## src/rtl/mem_port_arbiter.sv

```systemverilog
// Shares one single-ported synchronous RAM between the fetch port and the data port.
// Grants one requester per cycle, tags reads in flight and steers read data back to its owner.
module mem_port_arbiter #(
  parameter int unsigned ADDR_W    = 10,
  parameter int unsigned DATA_W    = 32,
  parameter int unsigned MEM_LAT   = 1,
  parameter int unsigned MAX_DWAIT = 4
) (
  input  logic              clk,
  input  logic              rst_n,
  // fetch port
  input  logic              if_req_i,
  input  logic [ADDR_W-1:0] if_addr_i,
  input  logic              if_flush_i,
  output logic              if_gnt_o,
  output logic              if_rvalid_o,
  output logic [DATA_W-1:0] if_rdata_o,
  // data port
  input  logic              d_req_i,
  input  logic              d_we_i,
  input  logic [ADDR_W-1:0] d_addr_i,
  input  logic [DATA_W-1:0] d_wdata_i,
  input  logic [3:0]        d_be_i,
  output logic              d_gnt_o,
  output logic              d_rvalid_o,
  output logic [DATA_W-1:0] d_rdata_o,
  // RAM side
  output logic              mem_en_o,
  output logic              mem_we_o,
  output logic [ADDR_W-1:0] mem_addr_o,
  output logic [DATA_W-1:0] mem_wdata_o,
  output logic [3:0]        mem_be_o,
  input  logic [DATA_W-1:0] mem_rdata_i,
  output logic              cpu_stall_o
);

  localparam logic [3:0] MaxDwait = 4'(MAX_DWAIT);

  typedef struct packed {
    logic valid;
    logic is_if;
  } tag_t;

  logic [3:0]         starve_q, starve_d;
  tag_t [MEM_LAT-1:0] tag_q, tag_d;
  tag_t               tail;
  logic               starved;
  logic               rd_gnt;

  assign starved = (starve_q == MaxDwait);

  // Grants are gated by rst_n so every output reads 0 while reset is held.
  always_comb begin
    if_gnt_o = 1'b0;
    d_gnt_o  = 1'b0;
    if (rst_n) begin
      if (if_req_i && (!d_req_i || starved)) begin
        if_gnt_o = 1'b1;
      end else if (d_req_i) begin
        d_gnt_o = 1'b1;
      end
    end
  end

  always_comb begin
    mem_en_o    = if_gnt_o | d_gnt_o;
    mem_we_o    = d_gnt_o & d_we_i;
    mem_addr_o  = '0;
    mem_wdata_o = '0;
    mem_be_o    = 4'h0;
    if (if_gnt_o) begin
      mem_addr_o = if_addr_i;
      mem_be_o   = 4'hF;
    end else if (d_gnt_o) begin
      mem_addr_o  = d_addr_i;
      mem_wdata_o = d_wdata_i;
      mem_be_o    = d_be_i;
    end
  end

  assign cpu_stall_o = rst_n & ((if_req_i & ~if_gnt_o) | (d_req_i & ~d_gnt_o));

  always_comb begin
    starve_d = starve_q;
    if (!if_req_i || if_gnt_o) begin
      starve_d = 4'd0;
    end else if (!starved) begin
      starve_d = starve_q + 4'd1;
    end
  end

  assign rd_gnt = if_gnt_o | (d_gnt_o & ~d_we_i);

  // Flush drops every fetch-owned entry that will still be in the pipe after this edge,
  // including the one entering now; the tail entry leaves on this edge regardless.
  always_comb begin
    tag_d[0].valid = rd_gnt;
    tag_d[0].is_if = if_gnt_o;
    for (int i = 1; i < int'(MEM_LAT); i++) begin
      tag_d[i] = tag_q[i-1];
    end
    if (if_flush_i) begin
      for (int i = 0; i < int'(MEM_LAT); i++) begin
        if (tag_d[i].is_if) begin
          tag_d[i].valid = 1'b0;
        end
      end
    end
  end

  always_ff @(posedge clk or negedge rst_n) begin
    if (!rst_n) begin
      starve_q <= 4'd0;
      tag_q    <= '0;
    end else begin
      starve_q <= starve_d;
      tag_q    <= tag_d;
    end
  end

  assign tail        = tag_q[MEM_LAT-1];
  assign if_rvalid_o = tail.valid & tail.is_if;
  assign d_rvalid_o  = tail.valid & ~tail.is_if;
  assign if_rdata_o  = if_rvalid_o ? mem_rdata_i : '0;
  assign d_rdata_o   = d_rvalid_o ? mem_rdata_i : '0;

endmodule

```

## config.mk

```make
export PLATFORM = sky130hd
export DESIGN_NAME = mem_port_arbiter
export DESIGN_NICKNAME = d
export VERILOG_FILES = /design/src/rtl/mem_port_arbiter.sv
export SDC_FILE = /design/constraint.sdc
export NUM_CORES = 1
export LEC_CHECK = 0
export CAP_MARGIN = 15
export CORE_AREA = 2 2 81 83
export CTS_BUF_LIST = sky130_fd_sc_hd__clkbuf_16
export DETAILED_ROUTE_END_ITERATION = 10
export DIE_AREA = 0 0 83 85
export PLACE_DENSITY = 0.79
export SYNTH_ARGS = -nofsm -noshare
export SYNTH_HDL_FRONTEND = slang
export SYNTH_SLANG_ARGS = --single-unit
```

## constraint.sdc

```tcl
create_clock -name clk -period 2.1 [get_ports clk]
set_input_delay 0.21 -clock clk [delete_from_list [all_inputs] [get_ports clk]]
set_output_delay 0.21 -clock clk [all_outputs]
set_load 0.03 [all_outputs]
```

# After elaboration in Yosys (flattened, before gate mapping)
# Index checks and enable logic that the tools add are counted.
[classes] n_reduce_logical=5 eq_ne=2 bitwise=14 n_mux=17 add_sub_neg=1
[ops] operator="32-bit 2-to-1 mux" n=4
[ops] operator="10-bit 2-to-1 mux" n=2
[ops] operator="4-bit 2-to-1 mux" n=4
[ops] operator="1-bit bitwise AND" n=7
[ops] operator="1-bit 2-to-1 mux" n=7
[ops] operator="4-bit by 1-bit adder with 4-bit output, second input constant" n=1
[ops] operator="4-bit by 3-bit equality test with 1-bit output, second input constant" n=1
[ops] operator="1-bit inverter" n=4
[ops] operator="1-bit OR" n=3
[ops] operator="1-bit zero test" n=2
[ops] operator="1-bit logical OR" n=2
[ops] operator="2-bit by 1-bit != test with 1-bit output, second input constant" n=1
[ops] operator="1-bit logical AND" n=1
[totals] word_cells=42 regBits=6 inputBits=94

# Logic depth before layout (Yosys ltp)
# Gate-level depths: netlist of the first run.
[logic_depth] word_depth=9 depth_mapped=6

# Worst setup path after synthesis of the first run
# No wires, ideal clock.
[synth_path] kind="reg2out" start="register starve_q[0]" end="output mem_addr_o[4]" n_path_buf=1 stages_incl_launch_ff=7 required_ps=1890 path_slack_ps=264 arrival_ps=1626 cell_sequence="dfrtp_1 inv_1 ha_1 nand3b_1 a21oi_4 buf_4 a22o_1"
[synth_via] elab_cells_between_ends=9 classes_between="1 x eq/ne; 6 x mux; 2 x reduce/logical"
[synth_lines] element="start: declaration" line_no="44" text="logic [3:0] starve_q, starve_d;"
[synth_lines] element="start signal: assignment" line_no="116" text="starve_q <= starve_d;"
[synth_lines] element="4-bit by 3-bit equality test with 1-bit output" line_no="50" text="assign starved = (starve_q == MaxDwait);"
[synth_lines] element="1-bit logical OR" line_no="57" text="if (if_req_i && (!d_req_i || starved)) begin"
[synth_lines] element="1-bit logical AND" line_no="57"
[synth_lines] element="1-bit 2-to-1 mux" line_no="57"
[synth_lines] element="1-bit 2-to-1 mux" line_no="56" text="if (rst_n) begin"
[synth_lines] element="named net if_gnt_o" line_no="15" text="output logic if_gnt_o,"
[synth_lines] element="10-bit 2-to-1 mux" line_no="71" text="if (if_gnt_o) begin"
[synth_lines] element="end: declaration" line_no="30" text="output logic [ADDR_W-1:0] mem_addr_o,"
# The timed path passes the listed nets, and every way through them passes these cells.

# Final worst setup path of the first run
[layout_path] start="register starve_q[1]" end="output mem_en_o"
[layout_via] elab_chain_len=6 elab_cells_between_ends=8 classes_between="1 x eq/ne; 4 x mux; 1 x bitwise; 2 x reduce/logical"
[layout_lines] element="4-bit by 3-bit equality test with 1-bit output (*)" line_no="50"
[layout_lines] element="1-bit logical OR (*)" line_no="57"
[layout_lines] element="1-bit logical AND (*)" line_no="57"
[layout_lines] element="1-bit 2-to-1 mux" line_no="57"
[layout_lines] element="1-bit 2-to-1 mux" line_no="56"
[layout_lines] element="1-bit OR (*)" line_no="66" text="mem_en_o = if_gnt_o | d_gnt_o;"
[layout_lines] element="end: declaration" line_no="28" text="output logic mem_en_o,"
# Every way passes the cells marked *; elsewhere a longest branch is shown, timed or not.

==> results of run 1 <==
## state kept, by name, summed over array words and instances, names as in the netlist
| register | count |
|---|---|
| starve_q | 4 |
| tag_q | 2 |
## synthesized netlist by cell type
master / instances
and2_1: 66
and3_1: 33
a22o_1: 11
clkbuf_1: 8
dfrtp_1: 6
a31o_2: 4
buf_6: 4
inv_1: 4
nand2_1: 4
nor2_1: 3
a21oi_1: 2
a21oi_4: 2
buf_2: 2
ha_1: 2
nor2b_1: 2
xnor2_1: 2
a31oi_1: 1
and3b_4: 1
buf_4: 1
mux2i_1: 1
nand3_1: 1
nand3b_1: 1
or2_2: 1
## final timing paths
kind                       cells past startpoint  slack (ps)                     from                      end
setup reg to reg                               7         580  starve_q[1]$_DFFE_PN0P_       tag_q[1]$_DFF_PN0_
setup / recovery                               8           6  starve_q[1]$_DFFE_PN0P_                 mem_en_o
max in group asynchronous                      2        1460                    rst_n       tag_q[0]$_DFF_PN0_
min in group clk                               2         570  starve_q[3]$_DFFE_PN0P_  starve_q[3]$_DFFE_PN0P_
hold / removal                                 2         520                    rst_n  starve_q[2]$_DFFE_PN0P_
hold reg to reg                                2         570  starve_q[3]$_DFFE_PN0P_  starve_q[3]$_DFFE_PN0P_
## power by group through the flow
stage	Combinational [uW]	Clock, uW	Sequential, uW
3_3_place_gp	690	0	143
4_1_cts	700	317	143
5_1_grt	799	325	147
3_5_place_dp	698	0	144
2_1_floorplan	349	0	143
6_report	751	311	146
## cell type report
class                   instances  share of cell area (%)
clock buffers                   3                   2.224
inverters                       4                  0.4448
multi-input cells             137                   27.69
flip-flops and latches          6                   4.448
well taps                      77                   2.854
repair buffers                226                   62.34
## timing repair
| item | 4_1_cts | 5_1_grt |
|---|---|---|
| pin swaps | 2 | 2 |
| gates cloned | 0 | 3 |
| setup buffers | 1 | 5 |
| endpoints found under the setup margin | 8 | 43 |
| endpoints found under the hold margin | 0 | 0 |
| gates resized for setup | 0 | 5 |
## kinds of logic after synthesis
family / after synthesis
buf+inv: 19
mux: 1
compound gates: 20
flops: 6
xor+xnor: 2
simple gates: 112
fa+ha+maj: 2
## per-layer routing
metal | wire length [um] | vias up | global-route usage [%]
met5 | 0 | - | 0
met2 | 3448 | 135 | 30.50
met3 | 566 | 8 | 4.280
met4 | 133 | 0 | 5.365
met1 | 2275 | 868 | 15.04
li1 | - | 974 | -
## worst reg2reg max path, delay by kind of cell, from the launching register on
kind | cells | cell delay [ps]
flops | 1 | 410
simple gates | 1 | 230
compound gates | 2 | 240
fa+ha+maj | 1 | 140
buf+inv | 3 | 380
## cells in the final DEF, fill, tap and decap left out
| cell | Yosys | routed |
|---|---|---|
| a21oi_1 | 2 | 2 |
| and3_1 | 33 | 33 |
| buf_4 | 1 | 92 |
| nor2b_1 | 2 | 2 |
| nor2_1 | 3 | 3 |
| ha_4 | 0 | 1 |
| a22o_1 | 11 | 11 |
| and2_1 | 66 | 66 |
| or2_2 | 1 | 1 |
| mux2i_1 | 1 | 1 |
| clkbuf_16 | 0 | 5 |
| dfrtp_1 | 6 | 6 |
| xnor2_1 | 2 | 2 |
| buf_12 | 0 | 4 |
| clkdlybuf4s50_1 | 0 | 126 |
| a31oi_1 | 1 | 1 |
| a21oi_4 | 2 | 2 |
| nand2_1 | 4 | 4 |
| inv_2 | 0 | 2 |
| inv_1 | 4 | 2 |
| nand3b_1 | 1 | 1 |
| nand3_1 | 1 | 1 |
| a31o_2 | 4 | 4 |
| ha_1 | 2 | 1 |
| and3b_4 | 1 | 1 |
| buf_6 | 4 | 2 |
## metrics by stage
step,utilization [%],power [uW]
final,54.41,1208
after global routing,54.41,1271
after CTS,52.35,1159
after detailed placement,51.02,841.6
after global placement,51.02,833.0
after floorplan,-,492.3
==> flow_metrics.env, run 1 <==
export IMPL_timing_final_crit_period_ps=2094
export IMPL_die_w_um=83
export IMPL_clkTransAtPathRegs_ps=40
export IMPL_dp_hpwl_mm=5.051
export IMPL_synth_simple_area_share_pct=58.43
export IMPL_power_switching_uw=442.7
export IMPL_p_int_uw=765.3
export IMPL_clockBufferDepth=2
export IMPL_worst_path_max_fanout=7
export IMPL_grt_max_degree=41
export IMPL_drtIter0Drc=25
export IMPL_synth_compound_area_share_pct=15.27
export IMPL_yosys_warnings=0
export IMPL_die_area_um2=7055
export IMPL_fin_setup_tns_ps=0
export IMPL_synth_top_area_share_pct=34.99
export IMPL_worst_endpoint_arrival_ps=1880
export IMPL_cp_num_buf_inv=4
export IMPL_slew_headroom_pct=76.14
export IMPL_overflow=0
export IMPL_outcome="complete, no violations"
export IMPL_crit_slowest_cell="dfrtp_1"
export IMPL_p_seq_share_pct=12.1
export IMPL_crit_family="buffers and inverters"
export IMPL_leakagePower_uw=0.001673
export IMPL_cts_tree="done"
export IMPL_skew_ps=3.203
export IMPL_dpl_cell_area_um2=3166
export IMPL_postLayoutCellArea_um2=3376
export IMPL_io_buffers=210
export IMPL_syn_area_um2=1180
export IMPL_dp_cells=441
export IMPL_yosys_top_cells_area="and2_1 (35%), and3_1 (17%), dfrtp_1 (13%)"
export IMPL_synthMuxAreaShare_pct=0.8484
export IMPL_period_share_pct=99.69
export IMPL_finish_net_count=474
export IMPL_h_tree_depth=1
export IMPL_synthXorXnorAreaFrac_pct=1.485
export IMPL_multiInputGateArea_um2=934.6
export IMPL_cts_made_buffers=3
export IMPL_drt_total_wl_mm=6.424
export IMPL_via_per_inst=4.382
export IMPL_via_count=1985
export IMPL_wire_per_inst_um=14.18
export IMPL_peakVddDrop_v=0.0003450
export IMPL_dieHeight_um=85
export IMPL_p_per_area_nw_per_um2=357.8
export IMPL_critPathMaxStageDelay_ps=410
export IMPL_hp_class="in -> async"
export IMPL_first_global_vias=1889
export IMPL_syn_to_final_growth_pct=186.1
export IMPL_dr_pass1_iters=4
export IMPL_cp_required_ps=1890
export IMPL_power_frac_clock_pct=25.8
export IMPL_cap_violations=0
export IMPL_drc_errors=0
export IMPL_synth_top_family_by_area="simple AND/OR/NAND/NOR gates"
export IMPL_coreArea_um2=6205
export IMPL_antenna_found_initial=0
export IMPL_synthAdderAreaFrac_pct=2.121
export IMPL_placementRows=29
export IMPL_antenna_cells=0
export IMPL_start_kind="flip-flop"
export IMPL_synth_top_cell_by_area="and2_1"
export IMPL_hold_violations=0
export IMPL_ant_nets=0
export IMPL_seq_area_um2=150.1
export IMPL_synth_cell_types=23
export IMPL_grt_pass1_wl_mm=8.866
export IMPL_crit_chain="inv_2, ha_4, and3b_4, a21oi_4, buf_12, buf_4, or2_2, buf_6"
export IMPL_yosysSeqAreaShare_pct=12.73
export IMPL_synth_nets=258
export IMPL_nFillCells=581
export IMPL_p_sw_share_pct=36.65
export IMPL_slew_viol_final=0
export IMPL_cp_end_kind="output pin"
export IMPL_stdcell_count=453
export IMPL_io_pins=211
export IMPL_insertion_delay_ps=230
export IMPL_pwr_share_comb_pct=62.2
export IMPL_syn_instance_count=162
export IMPL_ctsHoldBuffers=0
export IMPL_hold_slack_ps=515.2
export IMPL_root_buffer="clkbuf_16"
export IMPL_tightestPinTransition_ps=356.2
export IMPL_critPathKind="reg -> out"
export IMPL_setup_ws_ps=6.455
export IMPL_start_util_pct=19.02
export IMPL_grt_usage_pct=15.32
export IMPL_fmax_ghz=0.4777
export IMPL_cts_sinks=6
export IMPL_post_place_ws_ps=145.5
export IMPL_syn_area_per_cell_um2=7.283
export IMPL_drive_gt1_share_pct=30.32
export IMPL_final_setup_viol_count=0
export IMPL_yosys_register_bits=6
export IMPL_gp_congestion=0.8094
(Power assumes the default switching activity.)
==> run 2: changes to the inputs <==
clock period = 2.25 ns   (was 2.1 ns; I/O delays follow)
==> flow_metrics.env, run 2 (synthesized netlist as in run 1, its figures left out) <==
export IMPL_crit_slowest_cell="dfrtp_1"
export IMPL_slew_viol_final=0
export IMPL_via_count=1939
export IMPL_slew_headroom_pct=74.85
export IMPL_rrSetupSlack_ps=670
export IMPL_clockBufferDepth=2
export IMPL_largest_register_ffs=4
export IMPL_top_regs="starve_q: 4 flops, tag_q: 2 flops"
export IMPL_final_setup_viol_count=0
export IMPL_multiInputGateArea_um2=922.1
export IMPL_gp_congestion=0.8037
export IMPL_r2r_cells=6
export IMPL_r2r_end="tag_q[1]$_DFF_PN0_"
export IMPL_drc_errors=0
export IMPL_hp_class="in -> async"
export IMPL_dr_pass1_iters=6
export IMPL_start_util_pct=19.02
export IMPL_finish_net_count=472
export IMPL_skew_ps=2.571
export IMPL_hold_violations=0
export IMPL_via_per_inst=4.299
export IMPL_placementRows=29
export IMPL_fmax_ghz=0.4767
export IMPL_r2r_start="starve_q[0]$_DFFE_PN0P_"
export IMPL_nFillCells=610
export IMPL_setup_ws_ps=152.4
export IMPL_h_tree_depth=1
export IMPL_overflow=0
export IMPL_antenna_found_initial=0
export IMPL_grt_usage_pct=15.04
export IMPL_start_kind="flip-flop"
export IMPL_drt_total_wl_mm=5.817
export IMPL_syn_to_final_growth_pct=178.3
export IMPL_tightestPinTransition_ps=375.5
export IMPL_grt_pass1_wl_mm=8.942
export IMPL_dp_hpwl_mm=4.966
export IMPL_leakagePower_uw=0.001638
export IMPL_root_buffer="clkbuf_16"
export IMPL_timing_final_crit_period_ps=2098
export IMPL_dieHeight_um=85
export IMPL_cap_violations=0
export IMPL_first_global_vias=1867
export IMPL_drive_gt1_share_pct=28.88
export IMPL_seq_area_um2=150.1
export IMPL_post_place_ws_ps=327.0
export IMPL_critPathKind="reg -> out"
export IMPL_fin_setup_tns_ps=0
export IMPL_top_register="starve_q"
export IMPL_io_buffers=210
export IMPL_layout_commonest_cell="clkdlybuf4s50_1"
export IMPL_outcome="complete, no violations"
export IMPL_insertion_delay_ps=230
export IMPL_worst_endpoint_arrival_ps=1870
export IMPL_cts_tree="done"
export IMPL_antenna_cells=0
export IMPL_cp_required_ps=2030
export IMPL_cts_made_buffers=3
export IMPL_ant_nets=0
export IMPL_crit_chain="inv_1, ha_1, nand3b_1, a21oi_4, buf_4, a22o_1, buf_4"
export IMPL_coreArea_um2=6205
export IMPL_die_w_um=83
export IMPL_io_pins=211
export IMPL_wire_per_inst_um=12.90
export IMPL_period_share_pct=93.23
export IMPL_die_area_um2=7055
export IMPL_cts_sinks=6
export IMPL_cp_end_kind="output pin"
export IMPL_p_per_area_nw_per_um2=328.0
export IMPL_peakVddDrop_v=0.0002198
export IMPL_clkTransAtPathRegs_ps=30
export IMPL_crit_top_cell="buf_4"
export IMPL_drtIter0Drc=34
export IMPL_critPathMaxStageDelay_ps=390
export IMPL_grt_max_degree=37
export IMPL_final_cell_mix="clkdlybuf4s50_1 (127), buf_4 (95), and2_1 (66)"
export IMPL_worst_path_max_fanout=7
run 2: power breakdown:
| part | total (uW) | internal [uW] | switching [uW] |
|---|---|---|---|
| Clock | 283 | 228 | 55.5 |
| Sequential | 134 | 122 | 12.6 |
| Combinational | 659 | 336 | 323 |
run 2: worst max path at each step:
stage / startpoint / end / slack [ps] / cells past startpoint
after floorplan: starve_q[0]$_DFFE_PN0P_ / mem_addr_o[4] / 400 / 6
after global placement: if_req_i / mem_addr_o[3] / 360 / 6
after detailed placement: starve_q[0]$_DFFE_PN0P_ / mem_addr_o[4] / 330 / 7
after CTS: starve_q[0]$_DFFE_PN0P_ / mem_addr_o[3] / 70 / 7
after global routing: starve_q[0]$_DFFE_PN0P_ / mem_addr_o[4] / -5 / 7
final: starve_q[0]$_DFFE_PN0P_ / mem_addr_o[3] / 150 / 7
run 2: stage by stage:
| step | std cells | power [uW] | utilization, % | cell area [um2] | hold WS (ps) |
|---|---|---|---|---|---|
| 2_1_floorplan | 162 | 459.5 | - | 1180 | -70.59 |
| 5_1_grt | 451 | 1131 | 52.91 | 3283 | 454.9 |
| 3_5_place_dp | 444 | 788.2 | 51.22 | 3178 | 561.9 |
| 3_3_place_gp | 444 | 777.8 | 51.22 | 3178 | 548.1 |
| 6_report | 451 | 1077 | 52.91 | 3283 | 413.7 |
| 4_1_cts | 447 | 1078 | 52.43 | 3253 | 415.4 |
run 2: worst max-delay path: cells and delay by family (launching register included):
family | cells | cell delay (ps)
flip-flops | 1 | 390
adder cells (fa/ha/maj) | 1 | 200
AO/OA/AOI/OAI | 2 | 410
AND/OR/NAND/NOR | 1 | 190
buffers and inverters | 3 | 450
run 2: metal layers:
layer	track usage (%)	routed length (um)	vias to the layer above
met5	0	0	-
li1	-	-	972
met2	29.33	2960	132
met1	16.11	2193	827
met3	3.794	555	8
met4	3.726	107	0
run 2: layout make-up:
class	count	area share, %
Sequential cell	6	4.573
Inverter	4	0.4573
Timing Repair Buffer	224	61.66
Tap cell	77	2.934
Multi-Input combinational cell	137	28.09
Clock buffer	3	2.287
run 2: what timing repair did:
item	CTS	global route
setup buffers	0	4
gates resized for setup	0	0
hold buffers	0	0
setup endpoints to repair	0	10
==> run 3: changes to the inputs <==
CTS_CLUSTER_SIZE = 14   (was unset)
==> results of run 3 <==
The final DEF is identical to that of run 2; final timing and power are the same.
